$ cat src/rtl/bus_arbiter_pkg.sv
// Shared constants for the fetch/data memory-port arbiter: FSM state
// encoding, last-grant encoding and the word access format code.
package bus_arbiter_pkg;

  typedef enum logic [1:0] {
    ST_IDLE        = 2'd0,
    ST_SERVE_FETCH = 2'd1,
    ST_SERVE_DATA  = 2'd2
  } state_e;

  typedef enum logic {
    GRANT_FETCH = 1'b0,
    GRANT_DATA  = 1'b1
  } grant_e;

  localparam logic [2:0] FORMAT_WORD = 3'b010;

endpackage

$ cat src/rtl/bus_arbiter.sv
// Two-requester arbiter (instruction fetch + data load/store) onto one
// shared memory port. Ties are broken round-robin; the winning request is
// latched so the memory port never follows live requester inputs.
module bus_arbiter
  import bus_arbiter_pkg::*;
#(
  parameter int ADDR_WIDTH = 32,
  parameter int DATA_WIDTH = 32
) (
  input  logic                  i_clk,
  input  logic                  i_rst_n,
  input  logic                  i_fetch_request,
  input  logic [ADDR_WIDTH-1:0] i_fetch_address,
  output logic                  o_fetch_ready,
  output logic [DATA_WIDTH-1:0] o_fetch_read_data,
  input  logic                  i_data_request,
  input  logic                  i_data_write,
  input  logic [ADDR_WIDTH-1:0] i_data_address,
  input  logic [DATA_WIDTH-1:0] i_data_write_data,
  input  logic [2:0]            i_data_format,
  output logic                  o_data_ready,
  output logic [DATA_WIDTH-1:0] o_data_read_data,
  output logic                  o_mem_request,
  output logic                  o_mem_write,
  output logic [ADDR_WIDTH-1:0] o_mem_address,
  output logic [DATA_WIDTH-1:0] o_mem_write_data,
  output logic [2:0]            o_mem_format,
  input  logic                  i_mem_ready,
  input  logic [DATA_WIDTH-1:0] i_mem_read_data
);

  state_e                  r_state;
  state_e                  w_state_next;
  grant_e                  r_last_grant;
  logic                    w_grant_fetch;
  logic                    w_grant_data;
  logic                    r_write;
  logic [ADDR_WIDTH-1:0]   r_address;
  logic [DATA_WIDTH-1:0]   r_write_data;
  logic [2:0]              r_format;

  // State register and round-robin history; last_grant starts at FETCH so data wins the first tie
  always_ff @(posedge i_clk or negedge i_rst_n) begin
    if (!i_rst_n) begin
      r_state      <= ST_IDLE;
      r_last_grant <= GRANT_FETCH;
    end else begin
      r_state <= w_state_next;
      if (w_grant_data)
        r_last_grant <= GRANT_DATA;
      else if (w_grant_fetch)
        r_last_grant <= GRANT_FETCH;
    end
  end

  // Next-state logic: grant from IDLE, hold while memory stalls, return on mem_ready
  always_comb begin
    w_state_next  = r_state;
    w_grant_fetch = 1'b0;
    w_grant_data  = 1'b0;
    case (r_state)
      ST_IDLE: begin
        w_grant_fetch = i_fetch_request && (!i_data_request || (r_last_grant == GRANT_DATA));
        w_grant_data  = i_data_request && (!i_fetch_request || (r_last_grant == GRANT_FETCH));
        if (w_grant_fetch)
          w_state_next = ST_SERVE_FETCH;
        else if (w_grant_data)
          w_state_next = ST_SERVE_DATA;
      end
      ST_SERVE_FETCH, ST_SERVE_DATA: begin
        if (i_mem_ready)
          w_state_next = ST_IDLE;
      end
      default: w_state_next = ST_IDLE;
    endcase
  end

  // Capture the granted request; fetches are always word reads
  always_ff @(posedge i_clk or negedge i_rst_n) begin
    if (!i_rst_n) begin
      r_write      <= 1'b0;
      r_address    <= '0;
      r_write_data <= '0;
      r_format     <= '0;
    end else if (w_grant_fetch) begin
      r_write      <= 1'b0;
      r_address    <= i_fetch_address;
      r_write_data <= '0;
      r_format     <= FORMAT_WORD;
    end else if (w_grant_data) begin
      r_write      <= i_data_write;
      r_address    <= i_data_address;
      r_write_data <= i_data_write_data;
      r_format     <= i_data_format;
    end
  end

  // Output mux: memory port from latched registers, ready/read data only for the served requester
  always_comb begin
    o_mem_request     = (r_state != ST_IDLE);
    o_mem_write       = r_write;
    o_mem_address     = r_address;
    o_mem_write_data  = r_write_data;
    o_mem_format      = r_format;
    o_fetch_ready     = (r_state == ST_SERVE_FETCH) && i_mem_ready;
    o_data_ready      = (r_state == ST_SERVE_DATA) && i_mem_ready;
    o_fetch_read_data = o_fetch_ready ? i_mem_read_data : '0;
    o_data_read_data  = o_data_ready ? i_mem_read_data : '0;
  end

endmodule

$ cat config.mk
export PLATFORM = sky130hd
export DESIGN_NAME = bus_arbiter
export DESIGN_NICKNAME = d
export VERILOG_FILES = /design/src/rtl/bus_arbiter_pkg.sv /design/src/rtl/bus_arbiter.sv
export SDC_FILE = /design/constraint.sdc
export NUM_CORES = 1
export LEC_CHECK = 0
export BUFFER_PORTS_ARGS = -buffer_cell sky130_fd_sc_hd__clkbuf_2
export CAP_MARGIN = 20
export CORE_AREA = 2 2 105 107
export CTS_BUF_LIST = sky130_fd_sc_hd__clkbuf_8
export CTS_CLUSTER_DIAMETER = 50
export DETAILED_ROUTE_END_ITERATION = 8
export DIE_AREA = 0 0 107 109
export PLACE_DENSITY_LB_ADDON = 0.2
export SLEW_MARGIN = 20
export SYNTH_ARGS = -nofsm -noshare
export SYNTH_HDL_FRONTEND = slang
export SYNTH_SLANG_ARGS = --single-unit
$ cat constraint.sdc
create_clock -name i_clk -period 3 [get_ports i_clk]
set_clock_uncertainty 0.1 [all_clocks]
set_input_delay 0.45 -clock i_clk [delete_from_list [all_inputs] [get_ports i_clk]]
set_output_delay 0.45 -clock i_clk [all_outputs]
set_load 0.02 [all_outputs]
# Word level (Yosys, flattened, before mapping)
# Index checks and enable logic that the tools add are counted.
dict set report totals {
  out_inout_bits 135
  reg_bits 71
  in_bits 137
  elab_cells 42
}
dict set report op_classes {
  reduce_logical 13
  muxes 18
  bitwise 1
  n_eq_ne 4
}
# operator n
set ops {}
lappend ops {{$mux 32} 6}
lappend ops {{$mux 1} 6}
lappend ops {{$mux 2} 3}
lappend ops {{$mux 3} 2}
lappend ops {{$logic_and 1x1->1} 4}
lappend ops {{$pmux 2 s2} 1}
lappend ops {{$reduce_bool 2->1} 2}
lappend ops {{$ne 3x3->1 const B} 1}
lappend ops {{$eq 2x1->1 const B} 1}
lappend ops {{$eq 2x2->1 const B} 1}
lappend ops {{$logic_not 1->1} 2}
lappend ops {{$logic_not 2->1} 1}
lappend ops {{$logic_or 1x1->1} 2}
lappend ops {{$ne 2x2->1 const B} 1}
lappend ops {{$reduce_and 2->1} 1}
lappend ops {{$reduce_or 2->1} 1}
lappend ops {{$not 1->1} 1}

# Logic depth before layout (Yosys ltp)
dict set report logic_depth {
  ltp_word 6
  mapped_depth 7
  depth_no_buf 5
}

# Worst setup path before layout
# OpenSTA, ideal clock, no wires.
dict set report synth_timing {
  path_kind {input port to output port}
  start {input port i_mem_ready}
  end {output port o_fetch_read_data[25]}
  path_slack_ns 1.299
  cell_stages 3
  required_time_ns 2.450
  n_path_buf 2
  t_arrival_ns 1.151
  cell_sequence {clkbuf_1 > clkbuf_1 > and3_1}
}
dict set report synth_via {
  elab_chain_cells 2
}
# item line
set synth_lines {}
lappend synth_lines {{from (decl)} bus_arbiter.sv:28} ;# input logic i_mem_ready,
lappend synth_lines {{$logic_and 1x1->1} bus_arbiter.sv:105} ;# o_fetch_ready = (r_state == ST_SERVE_FETCH) && i_mem_ready;
lappend synth_lines {{$mux 32} bus_arbiter.sv:107} ;# o_fetch_read_data = o_fetch_ready ? i_mem_read_data : '0;
lappend synth_lines {{to (decl)} bus_arbiter.sv:15} ;# output logic [DATA_WIDTH-1:0] o_fetch_read_data,
# Every way passes these cells.

# Worst setup path after layout
dict set report layout_timing {
  start {register r_state[0]}
  end {output port o_data_read_data[19]}
}
dict set report layout_via {
  elab_chain_cells 3
}
# item line
set layout_lines {}
lappend layout_lines {{from (decl)} bus_arbiter.sv:32} ;# state_e r_state;
lappend layout_lines {{from (signal assigned)} bus_arbiter.sv:48} ;# r_state <= w_state_next;
lappend layout_lines {{$eq 2x2->1} bus_arbiter.sv:106} ;# o_data_ready = (r_state == ST_SERVE_DATA) && i_mem_ready;
lappend layout_lines {{$logic_and 1x1->1} bus_arbiter.sv:106}
lappend layout_lines {{$mux 32} bus_arbiter.sv:108} ;# o_data_read_data = o_data_ready ? i_mem_read_data : '0;
lappend layout_lines {{to (decl)} bus_arbiter.sv:22} ;# output logic [DATA_WIDTH-1:0] o_data_read_data,
# Every way passes these cells.

==> run_summary.xml <==
<?xml version="1.0" encoding="UTF-8"?>
<metrics>
  <group name="grt">
    <metric name="grt_antenna_before_repair" unit="">0</metric>
    <metric name="grt_first_pass_wirelength" unit="um">21800</metric>
    <metric name="maximum_number_of_pins_on_one_net_before_global_route_repair" unit="">72</metric>
    <metric name="total_routing_resource_utilization_after_global_routing" unit="">0.240</metric>
    <metric name="groute.layer.met2.usage" unit="">0.416</metric>
    <metric name="first_global_vias" unit="">4147</metric>
    <metric name="grtUsageMet1" unit="">0.299</metric>
    <metric name="grt-busiest-layer" unit="">met2</metric>
    <metric name="grt_overflow" unit="">0</metric>
    <metric name="grt.met3_usage" unit="">0.0430</metric>
  </group>
  <group name="job">
    <metric name="maxCapViolations" unit="">0</metric>
  </group>
  <group name="yosys">
    <metric name="synth_seq_cells" unit="">71</metric>
    <metric name="yosys-top-cells-count" unit="">71 x sky130_fd_sc_hd__dfrtp_1, 65 x sky130_fd_sc_hd__and3_1, 62 x sky130_fd_sc_hd__nand3_1</metric>
    <metric name="synthArstFlopShare" unit="">1.00</metric>
    <metric name="synthFlopType" unit="">sky130_fd_sc_hd__dfrtp_1</metric>
    <metric name="syn_avg_cell_area" unit="um^2">8.85</metric>
    <metric name="synth_area_leader_cell" unit="">sky130_fd_sc_hd__dfrtp_1</metric>
    <metric name="synth_nets" unit="">581</metric>
    <metric name="yosysSeqAreaShare" unit="">0.455</metric>
    <metric name="yosys.area.top_type_share" unit="">0.455</metric>
    <metric name="yosysMostFrequentCell" unit="">sky130_fd_sc_hd__dfrtp_1</metric>
    <metric name="synth-edff-count" unit="">0</metric>
    <metric name="yosys-top-cells-area" unit="">sky130_fd_sc_hd__dfrtp_1 45%, sky130_fd_sc_hd__and3_1 10%, sky130_fd_sc_hd__nand3_1 7.9%, sky130_fd_sc_hd__a211oi_1 6.3%, sky130_fd_sc_hd__a31oi_1 5.1%</metric>
    <metric name="synth_cells" unit="">441</metric>
    <metric name="yosys_warnings" unit="">0</metric>
    <metric name="synth.distinct_cells" unit="">25</metric>
    <metric name="post_synth_instance_area" unit="um^2">3900</metric>
  </group>
  <group name="power_and_ir_drop">
    <metric name="leakagePower" unit="nW">2.97</metric>
    <metric name="peakVddDrop" unit="mV">0.500</metric>
    <metric name="power.density" unit="nW/um^2">1050</metric>
  </group>
  <group name="clocking">
    <metric name="clkSlewWorstSetupHoldPaths" unit="ns">0.08</metric>
    <metric name="tritoncts_clock_tree" unit="">built</metric>
    <metric name="clock_insertion_delay_worst_skew" unit="ns">0.34</metric>
    <metric name="cts-root-to-sink-buffers" unit="">2</metric>
    <metric name="clock-sinks" unit="">71</metric>
    <metric name="hold_buffers" unit="">0</metric>
    <metric name="cts_max_level" unit="">3</metric>
    <metric name="post-cts-setup-buffer-count" unit="">0</metric>
    <metric name="clockRootBuffer" unit="">sky130_fd_sc_hd__clkbuf_8</metric>
    <metric name="cts-buffers-inserted" unit="">9</metric>
    <metric name="post_cts.resized_instances" unit="">0</metric>
  </group>
  <group name="placed_design">
    <metric name="port-buffer-count" unit="">271</metric>
    <metric name="detailed_place_hpwl" unit="um">10300</metric>
    <metric name="finalWeightedCongestion" unit="">0.866</metric>
    <metric name="placement.cell_area" unit="um^2">5250</metric>
  </group>
  <group name="route">
    <metric name="ant_nets" unit="">0</metric>
    <metric name="drt-wirelength-per-cell" unit="um">17.7</metric>
    <metric name="drt_first_pass_iters" unit="">4</metric>
    <metric name="vias_per_cell" unit="">5.38</metric>
    <metric name="drt-initial-drc-count" unit="">397</metric>
    <metric name="drt-total-wl" unit="um">14500</metric>
    <metric name="post-route-drc-count" unit="">0</metric>
    <metric name="dr_total_vias" unit="">4414</metric>
  </group>
  <group name="critical_path">
    <metric name="worstSetupStartpointType" unit="">flip-flop</metric>
    <metric name="cp_data_arrival_time" unit="ns">2.06</metric>
    <metric name="crit_chain" unit="">inv_1, ha_1, and3_1, clkbuf_2</metric>
    <metric name="largest_driver_fanout_on_the_critical_path" unit="">33</metric>
    <metric name="timing.reg2reg.setup_slack" unit="ns">0.88</metric>
    <metric name="timing.critical_path.to_type" unit="">output port</metric>
    <metric name="critical-path-top-delay-family" unit="">adder cells</metric>
    <metric name="worst_reg_to_reg_cells" unit="">5</metric>
    <metric name="regToRegStartpoint" unit="">r_state[0]$_DFFE_PN0P_</metric>
    <metric name="largest_incremental_delay_on_the_critical_path" unit="ns">0.78</metric>
    <metric name="worstReg2RegEnd" unit="">o_mem_address[30]$_DFFE_PN0P_</metric>
    <metric name="critPathRequiredTime" unit="ns">2.45</metric>
    <metric name="critical_path_source" unit="">r_state[0]$_DFFE_PN0P_</metric>
    <metric name="crit_type" unit="">reg2out</metric>
    <metric name="path_buf_inv" unit="">2</metric>
    <metric name="crit_path_top_delay_cell" unit="">sky130_fd_sc_hd__ha_1</metric>
  </group>
  <group name="sta">
    <metric name="worst-slew-pin-transition" unit="ns">1.10</metric>
    <metric name="finalSetupTns" unit="ns">0</metric>
    <metric name="drv_slew" unit="">0</metric>
    <metric name="period_needed" unit="ns">2.61</metric>
    <metric name="crit_share_post_route" unit="">0.870</metric>
    <metric name="finalSetupViolCount" unit="">0</metric>
    <metric name="hold_viol_final" unit="">0</metric>
    <metric name="fin_hold_ws" unit="ns">0.117</metric>
    <metric name="max-slew-margin-rel" unit="">0.268</metric>
    <metric name="max_frequency" unit="GHz">0.383</metric>
    <metric name="unrepaired_setup_endpoints_after_global_routing" unit="">false</metric>
  </group>
  <group name="floorplan">
    <metric name="core" unit="um^2">10600</metric>
    <metric name="die_h" unit="um">109</metric>
    <metric name="die_area" unit="um^2">11700</metric>
    <metric name="die_w" unit="um">107</metric>
    <metric name="rows" unit="">38</metric>
    <metric name="floorplan.initialDensity" unit="">0.368</metric>
    <metric name="ioPinCount" unit="">272</metric>
  </group>
  <group name="worst_hold_path">
    <metric name="min_path_type" unit="">in2async</metric>
  </group>
  <group name="final_layout">
    <metric name="n_fill_cell" unit="">1021</metric>
    <metric name="layout.area.seq" unit="um^2">1780</metric>
    <metric name="final_layout_net_count" unit="">817</metric>
    <metric name="design_area" unit="um^2">5510</metric>
    <metric name="layout-drive-gt1-share" unit="">0.445</metric>
    <metric name="area_of_combinational_cells_with_multiple_inputs" unit="um^2">1820</metric>
    <metric name="n_antenna_cell" unit="">0</metric>
    <metric name="synthToLayoutAreaGrowth" unit="%">41.1</metric>
  </group>
  <group name="run_status">
    <metric name="run_status" unit="">completed</metric>
  </group>
</metrics>
[routing by layer]
layer	routed length, um	share of wire
met1	5710	0.39
met2	7540	0.52
met3	970	0.067
met4	295	0.020
met5	0	0
[worst max path at each step]
stage	slack, ns	depth (start not counted)	to
after CTS	0.39	4	o_data_read_data[19]
after global placement	0.84	4	o_fetch_read_data[12]
after floorplan	1.30	3	o_fetch_read_data[25]
final	0.39	4	o_data_read_data[19]
after global routing	0.26	4	o_fetch_read_data[14]
after detailed placement	0.78	4	o_data_read_data[19]
[report_power, final]
part / internal (mW) / switching (mW) / total, mW
clock: 0.658 / 0.382 / 1.04
combinational: 0.985 / 2.03 / 3.02
sequential: 1.44 / 0.283 / 1.73
[cell families (layout without fill, tap and decap cells)]
kind of cell / count (synthesis) / count (layout) / synth area share
compound gates: 170 / 170 / 0.257
flops: 71 / 71 / 0.455
buf+inv: 60 / 300 / 0.0798
simple gates: 137 / 137 / 0.199
fa+ha+maj: 3 / 3 / 0.00961
[through the flow]
stage | cells | worst slack [ns] | power (mW) | util
floorplan | 441 | 1.30 | 3.72 | -
global placement | 806 | 0.838 | 4.71 | 0.495
detailed placement | 806 | 0.778 | 4.77 | 0.495
CTS | 821 | 0.386 | 5.82 | 0.520
global route | 821 | 0.262 | 6.15 | 0.520
finish | 821 | 0.391 | 5.78 | 0.520
[placed cells by master (no fill, tap or decap), types with 2 or more instances in the layout]
cell type and count:
sky130_fd_sc_hd__a211oi_1 33, sky130_fd_sc_hd__a21oi_1 31, sky130_fd_sc_hd__a22o_1 6, sky130_fd_sc_hd__a31oi_1 32, sky130_fd_sc_hd__and2_1 2, sky130_fd_sc_hd__and2_2 2
sky130_fd_sc_hd__and3_1 65, sky130_fd_sc_hd__buf_12 2, sky130_fd_sc_hd__buf_4 8, sky130_fd_sc_hd__bufinv_16 4, sky130_fd_sc_hd__clkbuf_2 270, sky130_fd_sc_hd__clkbuf_8 10
sky130_fd_sc_hd__dfrtp_1 71, sky130_fd_sc_hd__ha_1 3, sky130_fd_sc_hd__inv_1 4, sky130_fd_sc_hd__nand2_2 3, sky130_fd_sc_hd__nand3_1 62, sky130_fd_sc_hd__o21ai_0 34
sky130_fd_sc_hd__o21ai_1 31
[registers in the layout, indices dropped and copies added (netlist names)]
| register | count |
|---|---|
| r_state | 2 |
| r_last_grant | 1 |
| o_mem_write_data | 32 |
| o_mem_address | 32 |
| o_mem_format | 3 |
| o_mem_write | 1 |
[layout make-up]
| type | count | share of cell area |
|---|---|---|
| timing repair buffer | 280 | 0.263 |
| inverter | 5 | 0.00341 |
| sequential | 71 | 0.322 |
| clock inverter | 5 | 0.0234 |
| multi-input combinational | 310 | 0.331 |
| tap | 140 | 0.0318 |
| clock buffer | 10 | 0.0250 |
Note: power is estimated with default switching activity, not from simulation.
